<file path="src/rtl/p12_scan_pkg.sv">
// p12_scan_pkg: shared types and constants for the tile-array scan controller.
//   op_e    : command opcodes carried on cmd_op
//   state_e : controller FSM states
//   P12_CHAIN_LEN : default number of tiles in the scan chain (informational)
//   BYTE_W  : width of a command operand / readback byte
package p12_scan_pkg;

    localparam int unsigned P12_CHAIN_LEN = 36;
    localparam int unsigned BYTE_W        = 8;

    typedef enum logic [1:0] {
        OP_SHIFT = 2'b00,
        OP_LATCH = 2'b01,
        OP_RUN   = 2'b10,
        OP_LB    = 2'b11
    } op_e;

    typedef enum logic [2:0] {
        ST_IDLE,
        ST_SHIFT,
        ST_LAT_ON,
        ST_LAT_OFF,
        ST_RUN
    } state_e;

endpackage

</file>
<file path="src/rtl/p12_scan_shreg.sv">
// p12_scan_shreg: 8-bit serializer/deserializer for the scan chain.
//   Optional feature macro: SCAN_READBACK_EN (builds the capture register).
// Ports:
//   clk, rst_n   system clock, asynchronous active-low reset
//   load_i       load din_i; bit 0 is sent directly by the controller
//   din_i        byte to serialize
//   shift_i      advance the serializer by one bit
//   tx_bit_o     next bit to present on the scan input
//   capture_i    shift ret_i into the capture register
//   ret_i        serial bit returning from the last tile
//   rx_next_o    capture register value after this edge's capture
module p12_scan_shreg
    import p12_scan_pkg::*;
(
    input  logic              clk,
    input  logic              rst_n,
    input  logic              load_i,
    input  logic [BYTE_W-1:0] din_i,
    input  logic              shift_i,
    output logic              tx_bit_o,
    input  logic              capture_i,
    input  logic              ret_i,
    output logic [BYTE_W-1:0] rx_next_o
);

    logic [BYTE_W-1:0] tx_q;
    logic [BYTE_W-1:0] tx_d;

    // Bit 0 leaves via the controller on the load edge, so only bits 7..1 are kept.
    always_comb begin
        tx_d = tx_q;
        if (load_i) begin
            tx_d = {1'b0, din_i[BYTE_W-1:1]};
        end else if (shift_i) begin
            tx_d = {1'b0, tx_q[BYTE_W-1:1]};
        end
    end

    always_ff @(posedge clk or negedge rst_n) begin
        if (!rst_n) begin
            tx_q <= '0;
        end else begin
            tx_q <= tx_d;
        end
    end

    assign tx_bit_o = tx_q[0];

`ifdef SCAN_READBACK_EN
    logic [BYTE_W-1:0] rx_q;

    // LSB-first capture: the first returned bit ends up in bit 0 after 8 edges.
    assign rx_next_o = {ret_i, rx_q[BYTE_W-1:1]};

    always_ff @(posedge clk or negedge rst_n) begin
        if (!rst_n) begin
            rx_q <= '0;
        end else if (capture_i) begin
            rx_q <= rx_next_o;
        end
    end
`else
    logic unused_rx;
    assign unused_rx = ret_i ^ capture_i;
    assign rx_next_o = '0;
`endif

endmodule

</file>
<file path="src/rtl/p12_scan_ctrl.sv">
// p12_scan_ctrl: host-side driver for the tile-array scan chain and
// configuration latches. Byte commands arrive on a valid/ready port and are
// executed as SHIFT (8 scan bits), LATCH (strobe pulse), RUN (N fabric
// cycles) or LB (loop-breaker level). All outputs are registered.
//   Optional feature macro: SCAN_READBACK_EN (scan_ret readback on rd_*).
// Ports:
//   clk, rst_n          system clock, asynchronous active-low reset
//   cmd_valid/ready     command handshake; ready only in IDLE
//   cmd_op, cmd_data    opcode (op_e) and operand
//   scan_se, scan_sc    scan enable and serial data into the first tile
//   scan_ret            serial data from the last tile
//   fab_clk_en          enable for the external fabric clock gate
//   cfg_v/cfg_h/cfg_d   vertical/horizontal/diagonal latch strobes
//   lb                  loop breaker, held between LB commands
//   rd_valid, rd_data   one-cycle readback of the bits returned during SHIFT
//   busy                inverse of cmd_ready
module p12_scan_ctrl
    import p12_scan_pkg::*;
#(
    parameter int unsigned CHAIN_LEN = P12_CHAIN_LEN,
    parameter int unsigned RUN_W     = 8
) (
    input  logic              clk,
    input  logic              rst_n,
    input  logic              cmd_valid,
    output logic              cmd_ready,
    input  logic [1:0]        cmd_op,
    input  logic [BYTE_W-1:0] cmd_data,
    output logic              scan_se,
    output logic              scan_sc,
    input  logic              scan_ret,
    output logic              fab_clk_en,
    output logic              cfg_v,
    output logic              cfg_h,
    output logic              cfg_d,
    output logic              lb,
    output logic              rd_valid,
    output logic [BYTE_W-1:0] rd_data,
    output logic              busy
);

    // Chain length is informational; nothing here depends on it.
    localparam int unsigned chain_len_unused = CHAIN_LEN;

    state_e             state_q, state_d;
    logic [RUN_W-1:0]   cnt_q, cnt_d;
    logic               cmd_ready_q, cmd_ready_d;
    logic               busy_q, busy_d;
    logic               scan_se_q, scan_se_d;
    logic               scan_sc_q, scan_sc_d;
    logic               fab_clk_en_q, fab_clk_en_d;
    logic [2:0]         strobe_q, strobe_d;   // {d, h, v}
    logic               lb_q, lb_d;
    logic               rd_valid_q, rd_valid_d;
    logic [BYTE_W-1:0]  rd_data_q, rd_data_d;

    logic               sh_load;
    logic               sh_shift;
    logic               tx_bit;
    logic [BYTE_W-1:0]  rx_next;

    p12_scan_shreg u_shreg (
        .clk       (clk),
        .rst_n     (rst_n),
        .load_i    (sh_load),
        .din_i     (cmd_data),
        .shift_i   (sh_shift),
        .tx_bit_o  (tx_bit),
        .capture_i (sh_shift),
        .ret_i     (scan_ret),
        .rx_next_o (rx_next)
    );

`ifndef SCAN_READBACK_EN
    logic unused_rx;
    assign unused_rx = ^rx_next;
`endif

    always_comb begin
        state_d      = state_q;
        cnt_d        = cnt_q;
        scan_se_d    = 1'b0;
        scan_sc_d    = 1'b0;
        fab_clk_en_d = 1'b0;
        strobe_d     = 3'b000;
        lb_d         = lb_q;
        rd_valid_d   = 1'b0;
        rd_data_d    = rd_data_q;
        sh_load      = 1'b0;
        sh_shift     = 1'b0;

        unique case (state_q)
            ST_IDLE: begin
                if (cmd_valid && cmd_ready_q) begin
                    unique case (op_e'(cmd_op))
                        OP_SHIFT: begin
                            state_d      = ST_SHIFT;
                            cnt_d        = RUN_W'(BYTE_W - 1);
                            sh_load      = 1'b1;
                            scan_se_d    = 1'b1;
                            scan_sc_d    = cmd_data[0];
                            fab_clk_en_d = 1'b1;
                        end
                        OP_LATCH: begin
                            state_d  = ST_LAT_ON;
                            strobe_d = cmd_data[2:0];
                        end
                        OP_RUN: begin
                            // Operand 0 wraps to all-ones, giving 256 cycles.
                            state_d      = ST_RUN;
                            cnt_d        = RUN_W'(cmd_data) - RUN_W'(1);
                            fab_clk_en_d = 1'b1;
                        end
                        OP_LB: begin
                            lb_d = cmd_data[0];
                        end
                        default: ;
                    endcase
                end
            end
            ST_SHIFT: begin
                sh_shift = 1'b1;
                if (cnt_q == '0) begin
                    state_d = ST_IDLE;
`ifdef SCAN_READBACK_EN
                    rd_valid_d = 1'b1;
                    rd_data_d  = rx_next;
`endif
                end else begin
                    cnt_d        = cnt_q - RUN_W'(1);
                    scan_se_d    = 1'b1;
                    scan_sc_d    = tx_bit;
                    fab_clk_en_d = 1'b1;
                end
            end
            ST_LAT_ON: begin
                state_d = ST_LAT_OFF;
            end
            ST_LAT_OFF: begin
                state_d = ST_IDLE;
            end
            ST_RUN: begin
                if (cnt_q == '0) begin
                    state_d = ST_IDLE;
                end else begin
                    cnt_d        = cnt_q - RUN_W'(1);
                    fab_clk_en_d = 1'b1;
                end
            end
            default: begin
                state_d = ST_IDLE;
            end
        endcase

        cmd_ready_d = (state_d == ST_IDLE);
        busy_d      = ~cmd_ready_d;
    end

    always_ff @(posedge clk or negedge rst_n) begin
        if (!rst_n) begin
            state_q      <= ST_IDLE;
            cnt_q        <= '0;
            cmd_ready_q  <= 1'b1;
            busy_q       <= 1'b0;
            scan_se_q    <= 1'b0;
            scan_sc_q    <= 1'b0;
            fab_clk_en_q <= 1'b0;
            strobe_q     <= 3'b000;
            lb_q         <= 1'b0;
            rd_valid_q   <= 1'b0;
            rd_data_q    <= '0;
        end else begin
            state_q      <= state_d;
            cnt_q        <= cnt_d;
            cmd_ready_q  <= cmd_ready_d;
            busy_q       <= busy_d;
            scan_se_q    <= scan_se_d;
            scan_sc_q    <= scan_sc_d;
            fab_clk_en_q <= fab_clk_en_d;
            strobe_q     <= strobe_d;
            lb_q         <= lb_d;
            rd_valid_q   <= rd_valid_d;
            rd_data_q    <= rd_data_d;
        end
    end

    assign cmd_ready  = cmd_ready_q;
    assign busy       = busy_q;
    assign scan_se    = scan_se_q;
    assign scan_sc    = scan_sc_q;
    assign fab_clk_en = fab_clk_en_q;
    assign cfg_v      = strobe_q[0];
    assign cfg_h      = strobe_q[1];
    assign cfg_d      = strobe_q[2];
    assign lb         = lb_q;
    assign rd_valid   = rd_valid_q;
    assign rd_data    = rd_data_q;

endmodule
</file>
<file path="config.mk">
export PLATFORM = sky130hd
export DESIGN_NAME = p12_scan_ctrl
export DESIGN_NICKNAME = d
export VERILOG_FILES = /design/src/rtl/p12_scan_pkg.sv /design/src/rtl/p12_scan_shreg.sv /design/src/rtl/p12_scan_ctrl.sv
export SDC_FILE = /design/constraint.sdc
export NUM_CORES = 1
export LEC_CHECK = 0
export ABC_AREA = 1
export BUFFER_PORTS_ARGS = -buffer_cell sky130_fd_sc_hd__buf_2
export CAP_MARGIN = 10
export CORE_ASPECT_RATIO = 1.2
export CORE_MARGIN = 2
export CORE_UTILIZATION = 45
export DETAILED_ROUTE_END_ITERATION = 16
export PLACE_DENSITY = 0.67
export SYNTH_ARGS = -nofsm -noshare
export SYNTH_HDL_FRONTEND = slang
export SYNTH_SLANG_ARGS = --single-unit
</file>
<file path="constraint.sdc">
create_clock -name clk -period 2.56 [get_ports clk]
set_input_delay 0.256 -clock clk [delete_from_list [all_inputs] [get_ports clk]]
set_output_delay 0.256 -clock clk [all_outputs]
set_load 0.03 [all_outputs]
</file>
Word level (Yosys, flattened, before mapping)
Index checks and enable logic that the tools add are counted.

cells by class
  $add $sub $neg = 2
  equality and inequality tests = 9
  muxes and demuxes = 26
  bitwise operators = 1
  reduce and logical (&&, ||, !) cells = 11

operators with widths
  operator             number
  $mux 8               4
  $pmux 8 s2           2
  $pmux 3 s3           2
  $sub 8x1->8 const B  2
  $mux 3               5
  $mux 1               10
  $logic_not 8->1      1
  $logic_not 3->1      2
  $pmux 1 s2           3
  $eq 2x2->1 const B   2
  $ne 2x2->1 const B   2
  $reduce_and 4->1     1
  $reduce_bool 2->1    2
  $reduce_or 2->1      2
  $eq 3x1->1 const B   1
  $eq 3x2->1 const B   1
  $eq 3x3->1 const B   1
  $ne 3x1->1 const B   1
  $reduce_and 3->1     1
  $eq 2x1->1 const B   1
  $logic_not 2->1      1
  $logic_and 1x1->1    1
  $not 1->1            1

storage, ports and cells
  register bits = 28
  input port bits = 14
  output and inout port bits = 18
  word-level logic and storage cells = 59

Depth between registers and ports, before layout
  word-level depth = 6
  mapped depth = 10

Hierarchy
From an unflattened synthesis, not the netlist that was laid out.

unflattened totals
  cells, all modules = 230
  area total of the unflattened synthesis = 1762.9 µm²

modules (own cells, without submodules)
  module          times used  cells an instance  area an instance (µm²)
  p12_scan_ctrl   1           184                1381.3
  p12_scan_shreg  1           46                 381.6

Worst setup path after synthesis
Ideal clock, no wire load.

  path kind = register to register
  from = reg cmd_ready_q (netlist: cmd_ready)
  to = reg u_shreg.tx_q[6]
  setup time = 0.120 ns
  arrival time = 1.334 ns
  required time = 2.440 ns
  slack = 1.106 ns
  stages on the path, launching flop included = 7
  path through = dfstp_2 > nand2_1 > nor2_8 > nand3_4 > buf_6 > nand3_1 > o21ai_2

on the way
  cells in the longest elaborated chain, start to end = 4
  elaborated cells on any way between the ends = 5
  classes of those cells = mux: 3; reduce/logical: 2

ends and longest elaborated chain
  what                                                line                  source
  from (decl)                                         p12_scan_ctrl.sv:47   logic cmd_ready_q, cmd_ready_d;
  from (signal assigned)                              p12_scan_ctrl.sv:175  cmd_ready_q <= cmd_ready_d;
  $logic_and 1x1->1 *                                 p12_scan_ctrl.sv:94   if (cmd_valid && cmd_ready_q) begin
  $mux 1 *                                            p12_scan_ctrl.sv:94
  $mux 1 *                                            p12_scan_ctrl.sv:92   unique case (state_q)
  $mux 8 / $reduce_bool 2->1 (equally long branches)  -
  to (signal assigned)                                p12_scan_shreg.sv:43  tx_q <= tx_d;
  to (decl)                                           p12_scan_shreg.sv:26  logic [BYTE_W-1:0] tx_q;

Every way passes the cells marked *; elsewhere a longest branch is shown, timed or not.
A chain may end at the register's enable or synchronous reset.

Worst setup path after layout
  from = reg cnt_q[0]
  to = reg cnt_q[2]

on the way
  cells in the longest elaborated chain, start to end = 3
  elaborated cells on any way between the ends = 6
  classes of those cells = add/sub: 1; eq/ne: 1; mux: 2; reduce/logical: 2

ends and longest elaborated chain
  what                                                   line                  source
  from (decl)                                            p12_scan_ctrl.sv:46   logic [RUN_W-1:0] cnt_q, cnt_d;
  from (signal assigned)                                 p12_scan_ctrl.sv:174  cnt_q <= cnt_d;
  $sub 8x1->8 / $logic_not 8->1 (equally long branches)  -
  $mux 8 / $ne 2x2->1 (equally long branches)            -
  $pmux 8 s2 / $reduce_and 4->1 (equally long branches)  -

Several ways; a longest one is shown, not always the timed one. The select of a mux whose other input is x is not followed.

==> impl_metrics.csv <==
group,metric,value,unit
clocking,cts-root-buf,"clkbuf_8",
worst_hold_path,hp-class,"in -> reg",
worst_setup_path,cpPeakStageDelay,0.41,ns
placement,dpl.hpwl,2.562,mm
routing,wl_per_cell,11.70,um
worst_setup_path,worstPathMaxFanout,9,
timing,maxSlewViolCount,0,
worst_setup_path,crit_family,"simple AND/OR/NAND/NOR gates",
synthesis,ys_seq_elements,27,
die,die_w,59.89,um
routing,dr_total_vias,1379,
timing,tightestPinTransition,0.5842,ns
worst_setup_path,path_buf_inv,2,
placement,dp_slack,1.033,ns
die,num_rows,24,
die,dieArea,0.004256,sq mm
worst_setup_path,critPathKind,"reg -> reg",
finish,antenna_cells,0,
clocking,cts_setup_buffers,0,
die,fp.dieH,71.07,um
grt,overflow,0,
worst_setup_path,cp-start-kind,"register",
clocking,cts_tree,"yes",
synthesis,synth_area,0.001687,sq mm
finish,areaGrowthSynthToFinish,9.718,%
finish,nNetsFinal,260,
power_and_ir_drop,ir_worst_vdd,0.6345,mV
finish,fillers,362,
timing,finClkSkew,0.007025,ns
timing,finalSetupViolations,0,
routing,drc,0,
status,outcome,"completed",
routing,dr.pass1.iters,4,
clocking,postCtsHoldBufs,1,
synthesis,yosys_warnings,0,
clocking,clkSinkCount,27,
routing,final_antenna_net_count,0,
synthesis,yosysTopAreaCellShare,38.58,%
grt,grt.total_usage,17.37,%
timing,fin_setup_tns,0,ns
synthesis,synthArstFlopShare,100.0,%
routing,totalWireLength,3.288,mm
synthesis,synthTopCellsByArea,"dfrtp_1, nand2_1, inv_1, nand3_1, nor2_1",
routing,wl_met1,1.506,mm
timing,slew_headroom,61.05,%
timing,rsz0062_at_grt,"no",
grt,first_global_vias,1364,
die,placeableCoreArea,0.003603,sq mm
finish,layout_commonest_cell,"nand2_1",
placement,portBuffers,21,
routing,highest_layer,"met4",
worst_setup_path,endpoint_kind,"register",
grt,grt_max_degree,28,
synthesis,synth_area_leader_cell,"dfrtp_1",
grt,grt_pass1_wl,5.796,mm
routing,vias_per_cell,4.907,
worst_setup_path,arrival,1.69,ns
clocking,cts_resized,0,
die,start_util,46.81,%
placement,place.gp.congestion,0.7904,
synthesis,netlist-cell-type-count,32,
worst_setup_path,crit_required,2.73,ns
placement,dpl_cell_area,0.001792,sq mm
routing,wl_met2,1.715,mm
timing,finalCritPeriodShare,59.53,%
power_and_ir_drop,p_leak,1.007,nW
routing,drt_iter0_markers,30,
worst_setup_path,crit_chain,"inv_1 > ha_1 > nand3_1 > nor2_2 > inv_2 > nand2_4 > nand2_4 > nand2_1 > nand2_1",
timing,fin_crit,1.524,ns
grt,grt_antenna_before_repair,0,
timing,finalHoldViolations,0,
worst_setup_path,slowest_stage,"dfrtp_1",
clocking,clkLatencyLatePin,0.27,ns
clocking,path_clk_slew,0.09,ns
synthesis,syn_avg_cell_area,7.737,sq um
clocking,cts_max_level,1,
finish,final_cell_mix,"nand2_1, inv_1, dfrtp_1",
synthesis,seq_area_frac_synth,40.13,%
routing,route.met3.wl,52,um
synthesis,synth_flop_cell,"dfrtp_1",
clocking,numCtsBuffers,3,
timing,fmax,656.2,MHz
die,pin_count,32,
job,cap_violations,0,
synthesis,netlist_instances,218,
finish,drive_above_1_share,19.42,%
synthesis,synth_edf_count,0,
power_and_ir_drop,p_per_area,1039,mW/mm^2
finish,fin_area,0.001851,sq mm
clocking,cts_buffer_depth,2,
timing,timing.final.ws_setup,1.036,ns
[logic make-up (layout without fill, tap and decap cells)]
logic type / Yosys count / after routing / synth area share, %
xor gates and xnor gates: 3 / 3 / 1.558
DFF: 27 / 27 / 40.13
other: 1 / 9 / 0.2223
and+or+nand+nor: 124 / 124 / 36.87
adders and majority gates: 3 / 3 / 2.226
buffers and inverters: 38 / 54 / 10.90
AOI/OAI and AO/OA: 22 / 22 / 8.086
[sequential cells by signal, indices dropped and copies added, names as in the netlist]
| name | count |
|---|---|
| u_shreg.tx_q | 7 |
| busy | 1 |
| scan_se | 1 |
| state_q | 3 |
| scan_sc | 1 |
| strobe_q | 3 |
| lb | 1 |
| fab_clk_en | 1 |
| cnt_q | 8 |
| cmd_ready | 1 |
[synthesized netlist by cell type (4+ instances only)]
cell type  instances
dfrtp_1           26
nor2_2             4
nand4_1            5
nand2_1           58
a21oi_1            4
nor2_1            21
buf_4              9
inv_1             26
o21ai_0            9
nand3_1           19
[per-stage QoR]
stage,cells,total power (W),util [%],hold WS (ns)
detailed placement,276,0.001691,49.72,0.3005
floorplan,226,0.001477,-,-0.03959
global route,281,0.002088,51.35,0.2020
CTS,281,0.001942,51.35,0.1952
finish,281,0.001923,51.35,0.2069
global placement,276,0.001673,49.72,0.3023
[area by class of cell]
type                       count  area [sq um]  share of cell area, %
inverter                      28         105.1                  5.680
clock inverter                 1         7.507                 0.4057
tap                           39         48.80                  2.637
clock buffer                   3         41.29                  2.231
timing repair buffer          22         115.1                  6.220
sequential                    27         676.9                  36.58
multi-input combinational    161         855.8                  46.25
[layer usage]
layer	track usage, %	up-vias
met3	1.645	2
met1	22.38	632
met4	5.679	0
met5	0	-
li1	-	730
met2	29.95	15
[worst register-to-register path, delay by kind of cell (launching register included)]
| kind | cells | cell delay, ns |
|---|---|---|
| fa+ha+maj | 1 | 0.16 |
| flops | 1 | 0.41 |
| simple gates | 6 | 0.65 |
| buf+inv | 2 | 0.21 |
[path summary, 6_finish.rpt]
| check | from | slack (ns) | to | cells after the start |
|---|---|---|---|---|
| setup / recovery | cnt_q[0] | 1.04 | cnt_q[2] | 9 |
| hold / removal | cmd_op[1] | 0.21 | strobe_q[0] | 2 |
| setup reg to reg | cnt_q[0] | 1.04 | cnt_q[2] | 9 |
| hold reg to reg | lb | 0.50 | lb | 2 |
| max in group asynchronous | rst_n | 1.66 | u_shreg.tx_q[6] | 2 |
| min in group asynchronous | rst_n | 0.51 | fab_clk_en | 2 |
[power breakdown]
part,total (W),internal [W],switching [W]
sequential,0.000691,0.000587,0.000104
clock,0.000240,0.000110,0.000130
combinational,0.000991,0.000322,0.000669
Power figures use the tool's default switching activity.
